<file path="src/rtl/intr_ctrl.sv">
// -----------------------------------------------------------------------------
// intr_ctrl
//
// Multi-source interrupt controller sitting in front of the control unit's
// single interrupt input. Each source is captured into a pending register
// (edge- or level-triggered per source), masked by a per-source enable, and
// the lowest-index eligible source wins. The winner is presented to the CU
// and further interrupts are held off until the handler executes mret; there
// is no nesting and no preemption of an outstanding request.
//
// Parameters
//   NUM_SRC    number of interrupt sources (2..32)
//   ID_W       width of the source ID
//
// Ports
//   clk        system clock, rising edge
//   RST_N      synchronous active-low reset
//   irq_src    raw request lines, already synchronous to clk
//   irq_en     per-source enable mask
//   irq_edge   per-source trigger type: 1 = rising edge, 0 = level
//   mie        global interrupt enable
//   pend_clr   one-cycle software clear of pending bits
//   intr_ack   one-cycle pulse when the CU enters its interrupt state
//   mret       one-cycle pulse when mret executes
//   intr       interrupt request to the CU (registered, no input-to-output path)
//   intr_id    ID of the selected source, held from selection until next pick
//   in_service high while a handler is running
//   pending    pending register, readable via CSR
// -----------------------------------------------------------------------------
module intr_ctrl #(
  parameter int NUM_SRC = 8,
  parameter int ID_W    = $clog2(NUM_SRC)
) (
  input  logic               clk,
  input  logic               RST_N,
  input  logic [NUM_SRC-1:0] irq_src,
  input  logic [NUM_SRC-1:0] irq_en,
  input  logic [NUM_SRC-1:0] irq_edge,
  input  logic               mie,
  input  logic [NUM_SRC-1:0] pend_clr,
  input  logic               intr_ack,
  input  logic               mret,
  output logic               intr,
  output logic [ID_W-1:0]    intr_id,
  output logic               in_service,
  output logic [NUM_SRC-1:0] pending
);

  typedef enum logic [1:0] {
    ST_IDLE    = 2'd0,
    ST_REQ     = 2'd1,
    ST_SERVICE = 2'd2
  } state_e;

  state_e             state_q, state_d;
  logic [NUM_SRC-1:0] irq_src_q;
  logic [NUM_SRC-1:0] pending_q, pending_d;
  logic [ID_W-1:0]    intr_id_q, intr_id_d;

  logic [NUM_SRC-1:0] elig;
  logic [NUM_SRC-1:0] id_onehot;
  logic [NUM_SRC-1:0] rise;
  logic [NUM_SRC-1:0] ack_clr;
  logic [ID_W-1:0]    winner;
  logic               ack_take;
  logic               req_live;

  // ---------------------------------------------------------------------------
  // Eligibility and fixed-priority selection (index 0 highest)
  // ---------------------------------------------------------------------------
  assign elig = pending_q & irq_en;

  // Scanning from the top down lets the lowest set index overwrite last.
  always_comb begin
    winner = '0;
    for (int i = NUM_SRC - 1; i >= 0; i--) begin
      if (elig[i]) winner = ID_W'(i);
    end
  end

  // One-hot decode of the held ID; a loop avoids out-of-range indexing when
  // NUM_SRC is not a power of two.
  always_comb begin
    id_onehot = '0;
    for (int i = 0; i < NUM_SRC; i++) begin
      id_onehot[i] = (intr_id_q == ID_W'(i));
    end
  end

  // The presented request is still valid only while its own source remains
  // pending and enabled.
  assign req_live = |(id_onehot & elig);

  // An ack only counts while a request is actually outstanding.
  assign ack_take = (state_q == ST_REQ) && intr_ack;
  assign ack_clr  = id_onehot & {NUM_SRC{ack_take}};

  // ---------------------------------------------------------------------------
  // Pending update
  // ---------------------------------------------------------------------------
  assign rise = irq_src & ~irq_src_q;

  always_comb begin
    for (int i = 0; i < NUM_SRC; i++) begin
      if (irq_edge[i]) begin
        // Set has priority over any clear so a coincident new edge survives.
        pending_d[i] = rise[i] | (pending_q[i] & ~(pend_clr[i] | ack_clr[i]));
      end else begin
        // Level sources follow the line; the device must drop it to retire.
        pending_d[i] = irq_src[i] & ~pend_clr[i];
      end
    end
  end

  // ---------------------------------------------------------------------------
  // Request/service state machine
  // ---------------------------------------------------------------------------
  // NOTE: every always_comb output gets a default first so no path leaves it
  // unassigned, which would otherwise infer a latch.
  always_comb begin
    state_d   = state_q;
    intr_id_d = intr_id_q;
    unique case (state_q)
      ST_IDLE: begin
        if (mie && (elig != '0)) begin
          intr_id_d = winner;
          state_d   = ST_REQ;
        end
      end
      ST_REQ: begin
        // intr_id is frozen here: a later higher-priority arrival waits.
        if (intr_ack) begin
          state_d = ST_SERVICE;
        end else if (!mie || !req_live) begin
          state_d = ST_IDLE;
        end
      end
      ST_SERVICE: begin
        if (mret) state_d = ST_IDLE;
      end
      default: state_d = ST_IDLE;
    endcase
  end

  // NOTE: sequential state uses non-blocking assignments so every register
  // samples pre-edge values, independent of statement order.
  always_ff @(posedge clk) begin
    if (!RST_N) begin
      state_q   <= ST_IDLE;
      irq_src_q <= '0;
      pending_q <= '0;
      intr_id_q <= '0;
    end else begin
      state_q   <= state_d;
      irq_src_q <= irq_src;
      pending_q <= pending_d;
      intr_id_q <= intr_id_d;
    end
  end

  // ---------------------------------------------------------------------------
  // Outputs decode from registered state only
  // ---------------------------------------------------------------------------
  assign intr       = (state_q == ST_REQ);
  assign in_service = (state_q == ST_SERVICE);
  assign intr_id    = intr_id_q;
  assign pending    = pending_q;

endmodule

</file>
<file path="config.mk">
export PLATFORM = sky130hd
export DESIGN_NAME = intr_ctrl
export DESIGN_NICKNAME = d
export VERILOG_FILES = /design/src/rtl/intr_ctrl.sv
export SDC_FILE = /design/constraint.sdc
export NUM_CORES = 1
export LEC_CHECK = 0
export CORE_ASPECT_RATIO = 1.1
export CORE_MARGIN = 4
export CORE_UTILIZATION = 46
export CTS_BUF_LIST = sky130_fd_sc_hd__clkbuf_4
export CTS_CLUSTER_DIAMETER = 150
export CTS_CLUSTER_SIZE = 8
export DETAILED_ROUTE_END_ITERATION = 8
export PLACE_DENSITY = 0.94
export REMOVE_ABC_BUFFERS = 1
export SYNTH_ARGS = -nofsm -noshare
export SYNTH_HDL_FRONTEND = slang
export SYNTH_SLANG_ARGS = --single-unit
</file>
<file path="constraint.sdc">
create_clock -name clk -period 2.15 [get_ports clk]
set_input_delay 0.43 -clock clk [delete_from_list [all_inputs] [get_ports clk]]
set_output_delay 0.43 -clock clk [all_outputs]
set_load 0.02 [all_outputs]
</file>
# Yosys cells after proc, flatten, opt, wreduce, memory -nomap -nowiden
# Index checks and enable logic that the tools add are counted.
# word_totals
regBits	21
latch_bits	0
ram_bits	0
rom_bits	0
inputBits	37
output_inout_bits	13
wordCells	101
n_memories	0
# op_classes
n_addsub	0
multipliers	0
n_div	0
order_cmp	0
eq_ne	12
n_shift	0
n_mux	21
bitwise	53
reduce_logical	11
# ops
op	count
$and A8 B8 Y8	4
$mux W3	8
$and A1 B1 Y1	16
$not A1 Y1	16
$or A1 B1 Y1	16
$eq A3 B3 Y1 const B	4
$mux W1	8
$mux W2	4
$not A8 Y8	1
$reduce_bool A8 Y1	1
$reduce_or A8 Y1	1
$eq A3 B2 Y1 const B	2
$pmux W2 S3	1
$ne A2 B2 Y1 const B	2
$eq A3 B1 Y1 const B	1
$logic_not A3 Y1	1
$ne A3 B2 Y1 const B	1
$reduce_and A3 Y1	1
$eq A2 B1 Y1 const B	1
$eq A2 B2 Y1 const B	1
$logic_and A1 B1 Y1	2
$logic_not A1 Y1	2
$logic_not A2 Y1	1
$reduce_and A2 Y1	1
$logic_or A1 B1 Y1	1

# Longest topological paths before layout
# Gate-level depths: netlist of the first run.
# depth
depth_word	9
depth_mapped	5
mapped_depth_nobuf	4

# Worst setup path before layout of the first run
# OpenSTA, ideal clock, no wires.
# synth_path
kind	register -> register
start	register intr_id_q[2], in the netlist intr_id[2]
end	register state_q[0]
setup_time_ns	0.088
arrival_time_ns	1.440
t_required_ns	2.062
slack_ns	0.622
path_stages_with_launch	5
path_buffers	1
synth_period_minus_slack_ns	1.528
path_cell_list	dfxtp_1 -> buf_6 -> mux4_2 -> nor2b_4 -> o32ai_2
# synth_between
elab_chain_len	7
word_cells_on_any_way	14
cone_classes	eq/ne (8); bitwise (1); reduce/logical (5)
# synth_lines
element	line	source
start: declaration	58	logic [ID_W-1:0] intr_id_q, intr_id_d;
start signal: assignment	157	intr_id_q <= intr_id_d;
$eq A3 B1 Y1 (tied with other cells)	86	id_onehot[i] = (intr_id_q == ID_W'(i));
$and A8 B8 Y8 *	92	assign req_live = |(id_onehot & elig);
$reduce_or A8 Y1 *	92	
$logic_not A1 Y1 *	134	end else if (!mie || !req_live) begin
$logic_or A1 B1 Y1 *	134	
$ne A3 B2 Y1 (no source line) *	--	
$reduce_and A3 Y1 (no source line) *	--	
end signal: assignment	154	state_q <= state_d;
end: declaration	55	state_e state_q, state_d;
# Every way passes the cells marked *; elsewhere a longest branch is shown, timed or not.
# A chain may end at the register's enable or synchronous reset.

# Worst setup path after layout of the first run
# layout_path
start	register intr_id_q[2], in the netlist intr_id[2]
end	output port intr_id[2]
# layout_lines
element	line	source
end: declaration	44	output logic [ID_W-1:0] intr_id,
# No word-level cell between the ends.

==> results of run 1 <==
flip-flops by register name, indices dropped and copies added (netlist names):
| register | flops |
|---|---|
| pending | 8 |
| intr_id | 3 |
| state_q | 2 |
| irq_src_q | 8 |
routing by layer:
layer  up-vias  track usage  part of all wire
met2        45        0.412              0.52
li1        569            -                 -
met5         -            0                 0
met3         2       0.0126             0.063
met1       559        0.248              0.41
met4         0       0.0819            0.0083
metrics by stage:
step | std cells | cell area (µm²) | worst slack, ps
floorplan | 123 | 1070 | 594
global placement | 204 | 1610 | 232
detailed placement | 204 | 1610 | 208
CTS | 208 | 1640 | 129
global route | 208 | 1640 | 77.3
finish | 208 | 1640 | 135
cells in the final DEF (no fill, tap or decap), types with 2 or more instances in the layout:
cell type                         synthesis  layout
sky130_fd_sc_hd__clkdlybuf4s50_1          0      49
sky130_fd_sc_hd__dfxtp_1                 21      21
sky130_fd_sc_hd__nand2_1                 20      20
sky130_fd_sc_hd__a21oi_1                 13      13
sky130_fd_sc_hd__nor2_1                  10      10
sky130_fd_sc_hd__and2_1                   8       8
sky130_fd_sc_hd__mux2i_1                  8       8
sky130_fd_sc_hd__o31ai_1                  5       5
sky130_fd_sc_hd__inv_1                    4       4
sky130_fd_sc_hd__a311oi_1                 4       4
sky130_fd_sc_hd__a22o_1                   4       4
sky130_fd_sc_hd__o21ai_0                  3       3
sky130_fd_sc_hd__nand3_1                  3       3
sky130_fd_sc_hd__clkbuf_4                 0       3
sky130_fd_sc_hd__nor2b_1                  2       2
sky130_fd_sc_hd__buf_4                    0       2
worst register-to-register path: cells and delay by family (launching register included):
kind,cells,cell delay (ps)
AOI/OAI and AO/OA,1,240
DFF,1,600
muxes,1,560
and+or+nand+nor,1,140
cell type report:
class,instances,area (µm²)
flip-flops and latches,21,420
fillers,184,611
multi-input cells,98,636
clock inverters,1,5.00
clock buffers,3,22.5
repair buffers,51,505
well taps,30,37.5
inverters,4,15.0
how the worst max path moves through the flow:
stage	start	endpoint	slack (ps)
3_5_place_dp	irq_en[2]	intr_id[0]	210
5_1_grt	intr_id[2]	intr_id[2]	80
2_1_floorplan	intr_id[2]	state_q[0]	590
3_3_place_gp	irq_en[6]	state_q[0]	230
4_1_cts	intr_id[2]	intr_id[2]	130
6_report	intr_id[2]	intr_id[2]	130
report_power, final:
group | switching [mW] | internal, mW | total, mW | leakage, nW
clock network | 0.119 | 0.0693 | 0.188 | 0.0177
logic | 0.0978 | 0.135 | 0.233 | 0.430
registers | 0.0316 | 0.413 | 0.445 | 0.174
total | 0.248 | 0.618 | 0.866 | 0.621
cells by family (layout without fill, tap and decap cells):
family                 after synthesis  in the layout  synth area share
AOI/OAI and AO/OA                   35             35             0.226
buffers and inverters                8             59            0.0354
DFF                                 21             21             0.384
muxes                                9              9            0.0937
and+or+nand+nor                     54             54             0.261
==> summary by stage, run 1 <==
Outcome
The flow ran to the end, and the final reports show no timing, DRC or antenna violations.

Floorplan
In this run the vertical extent of the chip is 59.2 µm. The core region is 2250 µm². The effective utilization at floorplan is 0.486. From left edge to right edge, the die measures 54.5 µm. The boundary pin count is 50.

The die covers 3230 µm². The row count is 18.

Power
The analysis attributes to cell leakage a power of 0.621 nW. The design draws 866 µW. The worst-case IR drop observed on VDD is 515 µV. In this run the power density over the cells is 527 nW/µm².

Worst setup path
The required time reported for the critical path endpoint is 1720 ps. The beginning of the worst register-to-register path is intr_id[2]. The worst setup path category is reg2out. The category of cells accounting for the largest share of critical-path delay is buffers and inverters. Of all nets on the critical path, the largest fanout is 10. STA puts the critical path data arrival time at 1590 ps.

The worst register-to-register path has a setup slack of 540 ps. The number of buffers and inverters on the critical path is 1. The slowest stage of the critical path belongs to the cell sky130_fd_sc_hd__clkdlybuf4s50_1. The endpoint identified for the worst register-to-register timing path is state_q[0]. The worst register-to-register path has a depth of 3. Traced cell by cell, the critical path runs through clkdlybuf4s50_1.

The category of the worst setup path capture point is an output port. STA classifies the critical path startpoint as a flip-flop. The path length in cells of the critical path is 1. On the worst path, the slowest cell contributes a delay of 690 ps.

Timing
The number of setup violations in the final report is 0. The final hold slack is 538 ps. In this run the tightest slew margin relative to its limit is 0.718. The smallest clock period supported by the final layout is computed as 2020 ps. Adding up every negative setup slack in the final design gives 0 ps. The worst clock skew on the final layout is 7.59 ps. The actual slew at the worst max-slew pin is 422 ps. Setup repair after global routing left no endpoint under its margin. The final hold violation count is 0.

In the finished design, the share of the clock period the worst path needs comes to 0.937. The final max-slew violation count is 0. The maximum operating frequency is 496 MHz.

Synthesis
The synthesized design contains 21 register bits. For this run, the leading register cell type out of synthesis is sky130_fd_sc_hd__dfxtp_1. Of the post-synthesis cell area, the dominant cell type holds 0.384. During synthesis, Yosys emitted a total of 0 warnings. The netlist area before placement is 1090 µm². The post-synthesis sequential area ratio is 0.384.

Counting every instance in the synthesized netlist gives 127. The netlist uses 34 different library cells. Counting flops with a built-in enable in the synthesized netlist gives 0. In the synthesized netlist, the cells that appear most often are sky130_fd_sc_hd__dfxtp_1, sky130_fd_sc_hd__nand2_1, sky130_fd_sc_hd__a21oi_1. For this run, asynchronously set or reset flops after synthesis account for 0. The cell taking the most area after synthesis is sky130_fd_sc_hd__dfxtp_1. Yosys attributes the largest share of cell area to sky130_fd_sc_hd__dfxtp_1, sky130_fd_sc_hd__mux2i_1, sky130_fd_sc_hd__nand2_1. In the post-synthesis netlist, the cell with the most instances is sky130_fd_sc_hd__dfxtp_1.

Dividing the synthesized area by the synthesized cell count gives 8.62 µm².

GRT
The number of global-route vias before repair is 1238. Entering global routing, the biggest net connects 13 pins. The overflow left after global routing is 0.

The global router's overall resource usage is 0.218. The first global-routing pass estimated 5230 µm of wire. The initial antenna violation count is 0.

Clock tree
The clock passes through at most 2 buffers. The clock slew seen by the registers of the worst setup and hold paths is 120 ps. TritonCTS built the clock tree. After clock tree synthesis, the repair step resized 0 gates.

Counting every sink on the clock net gives 21. The total number of H-tree levels is 1. The clock network latency to the later pin of the worst-skew pair is 300 ps.

The number of setup buffers added after CTS is 0. The count of hold-fix buffers inserted at cts is 0. The tree is rooted in a sky130_fd_sc_hd__clkbuf_4.

The total CTS buffers is 3.

Cells and area
At the end of the flow the core is filled with cells to 0.729. The final net count is 216. In the final layout, the share of cells above drive strength 1 is 0.0674. 0 antenna diodes ended up in the layout. The layout overhead on the synthesized area is 49.9%.

Run
The number of max-capacitance violations reported is 0.

Detailed routing
In the routed layout, each cell is associated on average with a via count of 5.65. The post-route antenna net violation count is 0. For this block, the routed nets add up to 3270 µm of wire. The remaining routing DRC violations is 0.

The first detailed-routing pass ran for 4 iterations. In this run, the number of DRC markers left after iteration 0 of detailed routing was 21. In the final routed layout, each cell accounts on average for 15.7 µm. The routed layout has 1175 vias.

Placed design
The final weighted congestion of routability-driven global placement is 0.932. Buffers placed on the I/O ports in this run total 49. The estimated wirelength of the detail-placed design is 2660 µm.

Worst hold path
The path category of the worst min-delay check is reg2reg. The launch point of the worst hold path is irq_src_q[1]. The hold-critical path endpoint is pending[1]. Counting instances, the worst hold path has a depth of 3.
Note: power is estimated with default switching activity, not from simulation.
==> run 2, diff against run 1 <==
--- a/config.mk
+++ b/config.mk
@@ -12,6 +12,8 @@
 export CTS_CLUSTER_DIAMETER = 150
 export CTS_CLUSTER_SIZE = 8
 export DETAILED_ROUTE_END_ITERATION = 8
+export GPL_TIMING_DRIVEN = 0
+export MAX_ROUTING_LAYER = met4
 export PLACE_DENSITY = 0.94
 export REMOVE_ABC_BUFFERS = 1
 export SYNTH_ARGS = -nofsm -noshare
==> summary by stage, run 2 (synthesized netlist as in run 1, its figures left out) <==
Outcome
Result of the run: complete, no violations (unchanged).

Placed design
The cell count after placement was 202 (was 204). The estimated wirelength of the detail-placed design was 2470 µm (was 2660 µm). The final weighted congestion of routability-driven global placement is 0.942 (was 0.932).

The number of input and output port buffers inserted is 49 (unchanged). The total placed instance area is 1600 µm² (was 1610 µm²).

Worst setup path
The category of cells accounting for the largest share of critical-path delay is buffers and inverters (unchanged). The beginning of the worst register-to-register path was intr_id[2] (unchanged). The critical-path cell with the highest stage delay is sky130_fd_sc_hd__clkdlybuf4s50_1 (unchanged). The required time reported for the critical path endpoint was 1720 ps (about the same).

Cells traversed along the worst timing path: clkdlybuf4s50_1 (unchanged). The launching element type of the critical path is a flip-flop (unchanged). The path length in cells of the critical path is 1 (unchanged). The setup slack on the worst flop-to-flop path was 580 ps (was 540 ps). The arrival time of data at the critical path endpoint is 1560 ps (was 1590 ps). The length in cells of the worst reg-to-reg path is 3 (unchanged). The maximum single-stage delay on the critical path was 680 ps (was 690 ps).

The category of the worst setup path capture point is an output port (unchanged). The capture instance of the worst register-to-register path is state_q[0] (unchanged). The combined buffer and inverter count along the critical path is 1 (unchanged). The start point of the critical path is intr_id[2] (unchanged). The worst setup path category is reg2out (unchanged). The largest fanout of any net on the critical path is 10 (unchanged). The critical path endpoint is intr_id[2] (unchanged).

Power
The internal power is 615 µW (was 618 µW). The switching part of the total power is 0.293 (was 0.287). The sequential share of power is 0.509 (was 0.514). The portion of total power attributed to combinational logic is 0.264 (was 0.269).

The static power due to leakage is 0.612 nW (was 0.621 nW). The clock share of power is 0.227 (was 0.217). The maximum ir drop on the vdd rail was 383 µV (was 515 µV). The switching power is 255 µW (was 248 µW). The total power density per cell area came to 535 nW/µm² (was 527 nW/µm²).

Clock tree
The clock root buffer is sky130_fd_sc_hd__clkbuf_4 (unchanged). The total number of H-tree levels was 1 (unchanged). The count of hold-fix buffers inserted at cts is 0 (unchanged). The sink count of the clock tree is 21 (unchanged). The clock slew seen by the registers of the worst setup and hold paths is 120 ps (about the same).

The CTS tree is built (unchanged). The total CTS buffers is 3 (unchanged). The clock network latency to the later pin of the worst-skew pair is 310 ps (was 300 ps).

The number of gates resized after cts came to 0 (unchanged). The maximum number of buffers from clock root to sink was 2 (unchanged). The number of post-CTS setup repair buffers is 0 (unchanged).

Detailed routing
The number of search-and-repair iterations in the first detailed-routing pass is 4 (unchanged). The iteration-0 DRC count of the detailed router is 77 (was 21). The remaining routing DRC violations is 0 (unchanged). The average via count per standard cell is 5.67 (was 5.65).

The average wire length per cell after detail routing is 15.2 µm (was 15.7 µm). The total vias in the final route is 1167 (was 1175). The post-route antenna net violation count was 0 (unchanged). The post-detailed-routing wire length is 3130 µm (was 3270 µm).

Timing
The minimum clock period came to 1990 ps (was 2020 ps). The final max-slew violation count is 0 (unchanged). The maximum operating frequency is 503 MHz (was 496 MHz). The final hold violation count came to 0 (unchanged). The worst slew slack as a fraction of its limit is 0.706 (was 0.718). The number of setup violations in the final report was 0 (unchanged). Unrepaired setup endpoints after global routing: no (unchanged). The worst clock skew on the final layout was 1.42 ps (was 7.59 ps).

The actual slew at the worst max-slew pin is 440 ps (was 422 ps). The final clock period utilization by the worst path came to 0.924 (was 0.937).

GRT
The pin count of the biggest net entering global routing is 14 (was 13). The overflow left after global routing was 0 (unchanged). The number of global-route vias before repair is 1136 (was 1238). The initial antenna violation count is 0 (unchanged). The wire length of the first global-routing pass is 5070 µm (was 5230 µm). The global router's overall resource usage was 0.221 (was 0.218).

Floorplan
The core region area came to 2250 µm² (unchanged). The width of the die is 54.5 µm (unchanged). The boundary pin count is 50 (unchanged). The effective utilization at floorplan is 0.486 (unchanged). The total die area was 3230 µm² (unchanged). The vertical extent of the die is 59.2 µm (unchanged).

The row count is 18 (unchanged).

Cells and area
The fraction of final layout cells with drive strength greater than 1 is 0.0568 (was 0.0674). The layout overhead on the synthesized area is 48.6% (was 49.9%). The commonest non-fill, non-tap cell in the layout is sky130_fd_sc_hd__clkdlybuf4s50_1 (unchanged). The number of antenna repair diodes is 0 (unchanged). The final net count is 214 (was 216). Most frequent cells in the layout: sky130_fd_sc_hd__clkdlybuf4s50_1, sky130_fd_sc_hd__dfxtp_1, sky130_fd_sc_hd__nand2_1 (unchanged). The final instance count without filler cells is 206 (was 208).

The finished layout cell area was 1630 µm² (was 1640 µm²).

Run
The number of max-capacitance violations reported is 0 (unchanged).

Worst hold path
The path category of the worst min-delay check was reg2reg (unchanged).
-- run 2: cell types whose count changed in the layout (fill, tap and decap cells not counted), sizes merged --
| cell | previous run | this run |
|---|---|---|
| buf | 2 | 0 |
-- run 2: worst min-delay path by stage --
stage	depth (start not counted)	slack, ps	from	endpoint
global route	3	570	irq_src_q[5]	pending[5]
global placement	3	510	irq_src_q[7]	pending[7]
detailed placement	3	520	irq_src_q[5]	pending[5]
floorplan	3	500	irq_src_q[1]	pending[1]
finish	3	540	irq_src_q[5]	pending[5]
CTS	3	540	irq_src_q[5]	pending[5]
-- run 2: through the flow --
| stage | setup TNS, ps | hold slack, ps | utilization | worst slack [ps] | power (mW) |
|---|---|---|---|---|---|
| finish | 0 | 536 | 0.722 | 163 | 0.870 |
| global route | 0 | 573 | 0.722 | 57.4 | 0.915 |
| CTS | 0 | 537 | 0.722 | 141 | 0.873 |
| detailed placement | -121 | 517 | 0.710 | -121 | 0.680 |
| global placement | -80.3 | 510 | 0.710 | -80.3 | 0.674 |
| floorplan | 0 | 498 | - | 594 | 0.545 |
-- run 2: worst register-to-register path, stage by stage (launching register included) --
cell                      delay, ps
sky130_fd_sc_hd__dfxtp_1        570
sky130_fd_sc_hd__mux4_2         550
sky130_fd_sc_hd__nor2b_4        140
sky130_fd_sc_hd__o32ai_2        240
-- run 2: final cells by class --
type | instances | area (µm²)
tap | 30 | 37.5
inverter | 4 | 15.0
clock inverter | 1 | 5.00
clock buffer | 3 | 22.5
fill | 183 | 626
sequential | 21 | 420
timing repair buffer | 49 | 490
multi-input combinational | 98 | 636
-- run 2: power by group through the flow --
stage	sequential, mW	clock, mW	combinational, mW
CTS	0.443	0.201	0.230
floorplan	0.461	0	0.0844
global placement	0.451	0	0.223
detailed placement	0.452	0	0.228
finish	0.443	0.198	0.230
global route	0.449	0.219	0.247
-- run 2: layer usage --
layer / vias to the layer above / track usage / share of wire
li1: 564 / - / -
met1: 537 / 0.268 / 0.39
met2: 61 / 0.364 / 0.51
met3: 5 / 0.0227 / 0.087
met4: 0 / 0.0961 / 0.017
met5: - / - / 0
==> variant 1 (settings of run 2) <==
Re-encode `state_e` (3 states) as one-hot, 3 bits wide.
--- a/src/rtl/intr_ctrl.sv
+++ b/src/rtl/intr_ctrl.sv
@@ -48,6 +48,6 @@
 
-  typedef enum logic [1:0] {
-    ST_IDLE    = 2'd0,
-    ST_REQ     = 2'd1,
-    ST_SERVICE = 2'd2
+  typedef enum logic [2:0] {
+    ST_IDLE    = 3'b001,
+    ST_REQ     = 3'b010,
+    ST_SERVICE = 3'b100
   } state_e;
Behaviour: no difference found for any inputs over 10 cycles, from zero or initial values and one cycle with RST_N low; not proved beyond that.
==> variant 1 against run 2 <==
Final area grew 4.5%; power grew 3.6%; clock power shrank 3%; routed wire length grew 9.3%; worst setup slack lost 0.024 ns; synthesized area grew 6.4%; die area grew 5.5%; non-clock buffer count is the same; sequential power grew 4.7%; sequential cell count grew 1; clock skew grew 0.0032 ns; highest routed layer unchanged.
==> variant 1: results (changes against run 2) <==
STA
  • Worst Max-Slew Pin Slew: 0.680 ns (was 0.440 ns)
  • Clock skew: 0.00459 ns (was 0.00142 ns)

Yosys
  • Most instantiated cells after synthesis: nand2_1, dfxtp_1, and2_1, mux2i_1, a21oi_1 (was dfxtp_1, nand2_1, a21oi_1, nor2_1)
  • Ys Warns: 0 (unchanged)
  • Top post-synthesis cells by area: dfxtp_1, nand2_1, mux2i_1 (was dfxtp_1, mux2i_1, nand2_1)
  • Post-synthesis cell count: 131 (was 127)
  • Post-synth ARST share: 0 (unchanged)
  • Sequential fraction of the synthesis area: 0.378 (was 0.384)
  • Synth cell types: 29 (was 34)
  • Prevailing post-synth register cell: dfxtp_1 (unchanged)

Global routing
  • M2 GR Usage: 0.402 (was 0.364)
  • Largest net degree at the start of global routing: 15 (was 14)
  • Met3 GRT Util: 0.0426 (was 0.0227)
  • First-pass GRT wire length: 5660 um (was 5070 um)
  • Vias in the first global route: 1364 (was 1136)
  • Met1 Usage GRT: 0.222 (was 0.268)
  • GRT Overall Usage: 0.218 (was 0.221)

Detailed routing
  • WL/cell: 16.3 um (was 15.2 um)
  • Starting DRT DRC Count: 56 (was 77)
  • Vias: 1262 (was 1167)
  • Drt first pass iters: 4 (unchanged)

Power and ir drop
  • Leakage power: 0.641 nW (was 0.612 nW)
  • VDD IR max: 446 uV (was 383 uV)
  • Sw Share: 0.289 (was 0.293)

Place
  • Dpl cell area: 1670 um^2 (was 1600 um^2)
  • Dpl ws: -0.00220 ns (was -0.121 ns)
  • Final GP Congestion: 0.835 (was 0.942)

Final layout
  • Layout cells sized above 1: 0.0333 (was 0.0568)
  • Synth-to-layout area growth: 45.9% (was 48.6%)
  • N_diodes: 0 (unchanged)
  • Fin nets: 218 (was 214)
  • FILL cells: 185 (was 183)

Setup path
  • Top Family by Delay on Critical Path: buffers and inverters (unchanged)

CTS
  • Post_cts resized: 0 (unchanged)

Run status
  • Status: finished, final reports clean (unchanged)
## variant 1: routing by layer
metal / up-vias / routed length [um]
met4: 0 / 116
met3: 13 / 273
met1: 595 / 1340
met2: 72 / 1690
met5: - / 0
li1: 582 / -
## variant 1: cell type report
| class | count | area share |
|---|---|---|
| clock buffers | 3 | 0.0133 |
| clock inverters | 1 | 0.00221 |
| inverters | 5 | 0.0110 |
| multi-input cells | 100 | 0.402 |
| flip-flops and latches | 22 | 0.259 |
| well taps | 30 | 0.0221 |
| repair buffers | 49 | 0.290 |
## variant 1: kinds of logic (layout without fill, tap and decap cells)
logic type      Yosys count  in the layout  synth area share
mux                      13             13             0.141
flops                    22             22             0.378
compound gates           30             30             0.199
buf+inv                   9             58            0.0354
simple gates             57             57             0.247
## variant 1: final timing paths
check | from | endpoint | slack (ns) | cells after the start
max | intr_id[2] | intr_id[2] | 0.14 | 1
min | irq_src_q[2] | pending[2] | 0.54 | 3
max reg2reg | intr_id[1] | state_q[1] | 0.31 | 3
min reg2reg | irq_src_q[2] | pending[2] | 0.54 | 3
## variant 1: power by group through the flow
stage                     clock [mW]  sequential [mW]  combinational, mW
after detailed placement           0            0.473              0.241
after global routing           0.210            0.468              0.261
after floorplan                    0            0.482             0.0971
after global placement             0            0.471              0.231
final                          0.193            0.464              0.244
after CTS                      0.193            0.464              0.243
==> variant 2 (flow settings as in run 2) <==
Made on the original files. `NUM_SRC`: 8 -> 32.
--- a/src/rtl/intr_ctrl.sv
+++ b/src/rtl/intr_ctrl.sv
@@ -30,3 +30,3 @@
 module intr_ctrl #(
-  parameter int NUM_SRC = 8,
+  parameter int NUM_SRC = 32,
   parameter int ID_W    = $clog2(NUM_SRC)
Interface: changed (6 resized); port bits go from 50 to 172. The function was not compared with the original's and may differ.
==> variant 2 against run 2 <==
Power rose to 3.6 times the old value; critical path depth up 1; routed wire length rose to 4.3 times the old value; count of clock-buffer cells in the layout up 9; synthesized cell count rose to 3.6 times the old value; sequential cell count up 50; combinational power rose to 3.9 times the old value; largest cell class unchanged; die area rose to 3.1 times the old value; critical path type unchanged; synthesized area rose to 3.5 times the old value; critical endpoint is now in_service; worst setup slack worse by 0.061 ns; final area rose to 3.5 times the old value.
==> variant 2: results (changes against run 2) <==
Final layout
  • Fin nets: 751 (was 214)
  • Layout cells sized above 1: 0.0642 (was 0.0568)

Detailed routing
  • WL/cell: 18.5 um (was 15.2 um)
  • Vias: 4218 (was 1167)
  • Starting DRT DRC Count: 352 (was 77)

CTS
  • Max H-tree Level: 3 (was 1)
  • Total CTS buffers: 9 (was 3)
  • Post_cts resized: 6 (was 0)
  • Worst skew pair latency: 0.43 ns (was 0.31 ns)

Yosys
  • Most instantiated cells after synthesis: dfxtp_1, nand2_1, a21oi_1, nor2b_1, and2_1 (was dfxtp_1, nand2_1, a21oi_1, nor2_1)
  • Synth cell types: 54 (was 34)
  • Top post-synthesis cells by area: dfxtp_1, mux2i_1, nand2_1 (unchanged)
  • Post-synth EDFFs: 0 (unchanged)
  • Compound-Gate Fraction of Synth Area: 0.228 (was 0.226)

Setup path
  • Flop2flop setup slack: 0.16 ns (was 0.58 ns)
  • CP max FO: 3 (was 10)
  • FF-to-FF path depth: 6 (was 3)
  • CP Data Arrival Time: 1.62 ns (was 1.56 ns)
  • R2r startpoint: intr_id[3] (was intr_id[2])

Power and ir drop
  • Leakage power: 2.13 nW (was 0.612 nW)
  • VDD IR max: 318 uV (was 383 uV)

Global routing
  • First-pass GRT wire length: 21100 um (was 5070 um)
  • Largest net degree at the start of global routing: 57 (was 14)
  • GRT Overall Usage: 0.281 (was 0.221)
  • Vias in the first global route: 4368 (was 1136)

Place
  • Post-DP HPWL: 10800 um (was 2470 um)
  • Dpl cell area: 5610 um^2 (was 1600 um^2)
  • Dpl ws: -0.165 ns (was -0.121 ns)
  • Final GP Congestion: 0.935 (was 0.942)
  • Port Buf Inserts: 171 (was 49)

Hold path
  • Hold Startpoint: RST_N (was irq_src_q[5])
  • Hold Crit Depth: 2 (was 3)
  • Hold crit path type: input port to flip-flop (was flip-flop to flip-flop)
  • Worst Hold End: state_q[1] (was pending[5])

Run status
  • Status: finished, final reports clean (unchanged)

STA
  • Slew headroom: 0.443 (was 0.706)
  • Clock skew: 0.0228 ns (was 0.00142 ns)
==> variant 2: critical path, stage by stage (launching register included) <==
cell and delay (ns):
dfxtp_1 0.37, nor2b_1 0.19, clkdlybuf4s50_1 0.63
==> variant 2: final cells by class <==
| cell class | instances | area, um^2 |
|---|---|---|
| clock buffer | 12 | 90.1 |
| clock inverter | 4 | 22.5 |
| fill | 658 | 2260 |
| inverter | 2 | 7.51 |
| multi-input combinational | 362 | 2320 |
| sequential | 71 | 1430 |
| tap | 108 | 135 |
| timing repair buffer | 172 | 1730 |
==> variant 2: stage by stage <==
step	TNS (ns)	cells	hold WS, ns
detailed placement	-2.27	715	0.582
global placement	-32.22	714	0.567
CTS	0	731	0.383
floorplan	0	435	0.552
global route	0	731	0.386
finish	0	731	0.400
==> variant 2: worst max path at each step <==
stage | start | to | slack (ns) | cells after the start
final | state_q[1] | in_service | 0.10 | 2
after CTS | state_q[1] | in_service | 0.07 | 2
after global placement | RST_N | state_q[0] | -0.83 | 3
after global routing | state_q[1] | in_service | 0.002 | 2
after detailed placement | intr_ack | pending[7] | -0.17 | 6
after floorplan | intr_id[2] | state_q[0] | 0.42 | 6
==> variant 2: layer usage <==
| layer | part of all wire | vias up | track usage |
|---|---|---|---|
| met2 | 0.51 | 182 | 0.485 |
| met3 | 0.069 | 22 | 0.0660 |
| met5 | 0 | - | - |
| met1 | 0.40 | 1995 | 0.316 |
| li1 | - | 2019 | - |
| met4 | 0.018 | 0 | 0.0938 |
==> variant 2: report_power, final <==
part	leakage, nW	internal (mW)	switching [mW]
clock	0.0671	0.272	0.467
combinational	1.47	0.491	0.401
sequential	0.591	1.40	0.109
